`config.mk`:
```
export PLATFORM = sky130hd
export DESIGN_NAME = gate_identifier
export DESIGN_NICKNAME = d
export VERILOG_FILES = /design/src/rtl/gate_identifier.sv
export SDC_FILE = /design/constraint.sdc
export NUM_CORES = 1
export LEC_CHECK = 0
export CAP_MARGIN = 20
export CELL_PAD_IN_SITES_DETAIL_PLACEMENT = 1
export CELL_PAD_IN_SITES_GLOBAL_PLACEMENT = 1
export CORE_MARGIN = 2
export CORE_UTILIZATION = 30
export DETAILED_ROUTE_END_ITERATION = 6
export PLACE_DENSITY = 0.73
export SYNTH_ARGS = -nofsm -noshare
export SYNTH_HDL_FRONTEND = slang
export SYNTH_SLANG_ARGS = --single-unit
```
`constraint.sdc`:
```
create_clock -name clk -period 1.5 [get_ports clk]
set_clock_uncertainty 0.1 [all_clocks]
set_input_delay 0.15 -clock clk [delete_from_list [all_inputs] [get_ports clk]]
set_output_delay 0.15 -clock clk [all_outputs]
set_load 0.005 [all_outputs]
```
`src/rtl/gate_identifier.sv`:
```
// gate_identifier: identifies an unknown 2-input gate under test. It steps the
// gate inputs through 00, 01, 10, 11 and holds each vector for SETTLE_CYCLES
// cycles before sampling Y. The four samples form a truth table (bit index =
// {A,B}), and the table is decoded into a gate code that is held until the
// next run completes.
module gate_identifier #(
  // Cycles each vector is held before Y is sampled; legal range 1..255.
  parameter int unsigned SETTLE_CYCLES = 2
) (
  input  logic       clk,
  input  logic       rst_n,
  input  logic       start,
  input  logic       Y,
  output logic       A,
  output logic       B,
  output logic       busy,
  output logic       done,
  output logic [3:0] truth,
  output logic [2:0] gate_code
);

  // The settle counter only has to reach SETTLE_CYCLES-1.
  localparam int unsigned CntW = (SETTLE_CYCLES > 1) ? $clog2(SETTLE_CYCLES) : 1;
  localparam logic [CntW-1:0] CntLast = CntW'(SETTLE_CYCLES - 1);

  localparam logic [2:0] CodeAnd     = 3'd0;
  localparam logic [2:0] CodeOr      = 3'd1;
  localparam logic [2:0] CodeNand    = 3'd2;
  localparam logic [2:0] CodeNor     = 3'd3;
  localparam logic [2:0] CodeXor     = 3'd4;
  localparam logic [2:0] CodeXnor    = 3'd5;
  localparam logic [2:0] CodeUnknown = 3'd7;

  typedef enum logic [1:0] {
    StIdle,
    StApply,
    StSample
  } state_e;

  state_e          state;
  logic [1:0]      idx;
  logic [CntW-1:0] cnt;

  // Map a captured truth table (bit index = {A,B}) to a gate code. Code 6 is
  // reserved; constant tables and anything non-standard fall to UNKNOWN.
  function automatic logic [2:0] decode(input logic [3:0] tt);
    logic [2:0] code;
    case (tt)
      4'b1000: code = CodeAnd;
      4'b1110: code = CodeOr;
      4'b0111: code = CodeNand;
      4'b0001: code = CodeNor;
      4'b0110: code = CodeXor;
      4'b1001: code = CodeXnor;
      default: code = CodeUnknown;
    endcase
    return code;
  endfunction

  // Sequencer: applies the four vectors, samples Y on each SAMPLE cycle and
  // publishes the decoded result with a one-cycle done pulse.
  always_ff @(posedge clk or negedge rst_n) begin
    if (!rst_n) begin
      state     <= StIdle;
      idx       <= 2'd0;
      cnt       <= '0;
      A         <= 1'b0;
      B         <= 1'b0;
      busy      <= 1'b0;
      done      <= 1'b0;
      truth     <= 4'b0000;
      gate_code <= CodeUnknown;
    end else begin
      done <= 1'b0;
      unique case (state)
        StIdle: begin
          A    <= 1'b0;
          B    <= 1'b0;
          busy <= 1'b0;
          // The done cycle is already IDLE, so a held start re-triggers here
          // and consecutive runs follow with no gap.
          if (start) begin
            idx   <= 2'd0;
            cnt   <= '0;
            busy  <= 1'b1;
            state <= StApply;
          end
        end

        StApply: begin
          if (cnt == CntLast) begin
            state <= StSample;
          end else begin
            cnt <= cnt + 1'b1;
          end
        end

        StSample: begin
          truth[idx] <= Y;
          if (idx != 2'd3) begin
            idx      <= idx + 2'd1;
            {A, B}   <= idx + 2'd1;
            cnt      <= '0;
            state    <= StApply;
          end else begin
            // The last sample is still in flight, so decode it directly
            // alongside the three bits already captured.
            done      <= 1'b1;
            busy      <= 1'b0;
            {A, B}    <= 2'b00;
            idx       <= 2'd0;
            gate_code <= decode({Y, truth[2:0]});
            state     <= StIdle;
          end
        end

        default: begin
          state <= StIdle;
          busy  <= 1'b0;
          A     <= 1'b0;
          B     <= 1'b0;
        end
      endcase
    end
  end

  // Structural invariants of the sequencer.
  a_done_not_busy : assert property (@(posedge clk) disable iff (!rst_n) done |-> !busy);
  a_busy_state    : assert property (@(posedge clk) disable iff (!rst_n)
                                     busy == (state != StIdle));
  a_idle_inputs   : assert property (@(posedge clk) disable iff (!rst_n)
                                     (state == StIdle) |-> (!A && !B));
  a_no_code6      : assert property (@(posedge clk) disable iff (!rst_n) gate_code != 3'd6);

endmodule
```
==> flow_summary.ini <==
[timing]
setup_viol = 0
hold_viol_final = 0
min_period_ps = 1446
fmax_mhz = 691.3
min_period_over_period_pct = 96.43
slew_violations = 0
slew_headroom_pct = 80.06
tightest_slew_ps = 299.2

[setup_path]
reg2regPathDepth = 3
crit_chain = clkdlybuf4s50_1
r2r_end = truth[3]
max_stage_delay_ps = 510
worstSetupPathType = reg2out
critPathArrivalTime_ps = 1200
cp_slowest_cell = clkdlybuf4s50_1
critPathRequiredTime_ps = 1250
r2r_slack_ps = 130
worst-path-max-fanout = 5
cp_top_family = buffers and inverters
rr_startpoint = idx[0]
cp-end-kind = output port
critPathLaunchType = register
critPathBufInv = 1

[cts]
cts_tree = built
htreeDepth = 1
cts_max_path_buffers = 2
cts_num_sinks = 16
clock-root-buffer = clkbuf_4
clock_latency_ps = 280
cts_buffers = 3
clk_pin_slew_worst_paths_ps = 100

[place]
place_hpwl_um = 1146
placedCellCount = 112
placed_area_um2 = 940.9
portBuffers = 14
place_congestion = 0.6789

[detailed_routing]
top_layer_used = met3
drc = 0
via_per_inst = 4.708
vias = 565
first_pass_iters = 4
antenna_left = 0
drt-total-wl_um = 1523
avgRoutedWirePerCell_um = 12.69
wl_met3_um = 71
drtIter0Drc = 2
m1WireLength_um = 700
wl_met2_um = 751

[yosys]
synth_async_sr_flop_share_pct = 100.0
synth_ff_type = dfrtp_1
postSynthCellCount = 66
syn-num-nets = 74
syn_area_per_cell_um2 = 11.30
synth.distinct_cells = 24
yosysSeqAreaShare_pct = 54.19
synth_edf_count = 0
yosys_warnings = 0
synth_seq_cells = 16
netlist_area_um2 = 745.7

[floorplan]
die_area_um2 = 2900
die_x_um = 53.86
start_util_pct = 30.94
dieHeight_um = 53.86
row_count = 18
fp.coreArea_um2 = 2410
pin_count = 15

[grt]
antenna_found_initial = 0
grt_util_all_layers_pct = 12.47
grt.overflow.total = 0
grt_pass1_wl_um = 2559
grt_max_degree = 17
grt_pass1_vias = 567

[final_layout]
antennaDiodeCount = 0
final_area_um2 = 996.0
drive_above_1_share_pct = 18.89
post-route-util_pct = 41.33
nNetsFinal = 99
area.growth.synth_to_final_pct = 33.56
stdcell_count = 120

[outcome]
status = finished, final reports clean

[flow_run]
cap_violations = 0

[pwr]
pwr_density_cell_nw_per_um2 = 1850
leakage_nw = 0.4455
peakVddDrop_v = 0.0008720

[hold_path]
min_path_type = in2async
==> registers in the layout (all words and copies together) (netlist names) <==
signal / flops
idx: 2
gate_code: 3
done: 1
state: 2
B: 1
truth: 4
cnt: 1
A: 1
busy: 1
==> cells in the mapped netlist, types with 2 or more instances <==
cell / n / area [µm²]
a21oi_1: 5 / 25.02
a22o_1: 2 / 17.52
dfrtp_1: 13 / 325.3
dfstp_2: 3 / 78.83
ha_1: 4 / 50.05
inv_1: 6 / 22.52
mux2_1: 3 / 33.78
nand2_1: 6 / 22.52
nand2b_1: 2 / 12.51
nand3b_1: 3 / 22.52
o21ai_0: 5 / 25.02
o22ai_1: 2 / 12.51
==> worst max path at each step <==
stage	start	end	slack [ps]	cells past startpoint
after floorplan	idx[0]	truth[3]	130	3
after global placement	state[0]	truth[2]	170	3
after detailed placement	Y	gate_code[0]	80	4
after CTS	truth[2]	truth[2]	6	1
after global routing	truth[1]	truth[1]	-0.2	1
final	truth[2]	truth[2]	50	1
==> cells by family (layout without fill, tap and decap cells) <==
| group | after synthesis | after routing | synth area share [%] |
|---|---|---|---|
| AO/OA/AOI/OAI | 18 | 18 | 14.77 |
| buffers and inverters | 7 | 31 | 3.690 |
| XOR/XNOR | 2 | 2 | 2.349 |
| multiplexers | 4 | 4 | 6.040 |
| flip-flops | 16 | 16 | 54.19 |
| AND/OR/NAND/NOR | 15 | 15 | 12.25 |
| adder cells (fa/ha/maj) | 4 | 4 | 6.712 |
==> cells in the final DEF, fill, tap and decap left out <==
cell type	netlist	final
clkbuf_4	0	3
a21oi_1	5	5
nand2b_1	2	2
nor2b_4	1	1
and2_1	1	1
dfrtp_2	0	2
dfstp_2	3	3
mux2_1	3	3
nand3b_1	3	3
o21ai_0	5	5
o2bb2ai_1	1	1
a22o_1	2	2
a31oi_1	1	1
buf_4	0	7
and2b_1	1	1
o21bai_1	1	1
clkbuf_1	0	1
dlygate4sd2_1	0	3
xor2_1	1	1
inv_1	6	6
ha_1	4	4
xnor2_1	1	1
nor2b_1	1	1
nand2_1	6	6
o22ai_1	2	2
mux2_2	1	1
dfrtp_1	13	11
o31ai_1	1	1
clkdlybuf4s50_1	0	11
==> routing by layer <==
metal	GRT usage, %	vias up
met4	3.846	0
met5	0	-
met2	20.12	9
met3	3.333	0
met1	16.20	280
li1	-	276
==> per-stage QoR <==
stage          setup TNS (ps)  hold WS [ps]  setup WS (ps)  total power (W)
4_1_cts                     0         71.13          5.867         0.001807
3_5_place_dp                0         383.5          83.57         0.001557
6_report                    0         69.29          53.53         0.001843
2_1_floorplan               0        -245.6          130.4         0.001180
3_3_place_gp                0         364.2          167.3         0.001531
5_1_grt               -0.1654         90.13        -0.1654         0.002009
==> area by class of cell <==
type / instances / area (µm²)
multi-input cells: 43 / 314.1
inverters: 6 / 22.52
clock buffers: 4 / 26.28
fillers: 267 / 1414
well taps: 30 / 37.54
flip-flops and latches: 16 / 406.6
repair buffers: 21 / 188.9
==> report_power, final <==
part / internal [W] / leakage (nW) / total (W) / switching, W
Sequential: 0.000636 / 0.193 / 0.000800 / 0.000164
Clock: 0.000103 / 0.0150 / 0.000241 / 0.000137
Combinational: 0.000471 / 0.238 / 0.000802 / 0.000331
==> timing repair <==
| item | CTS | global route |
|---|---|---|
| gates resized for setup | 5 | 0 |
| setup endpoints to repair | 6 | 2 |
| hold buffers | 0 | 0 |
| setup buffers | 1 | 3 |
No activity file was read; power rests on OpenSTA's default activity.
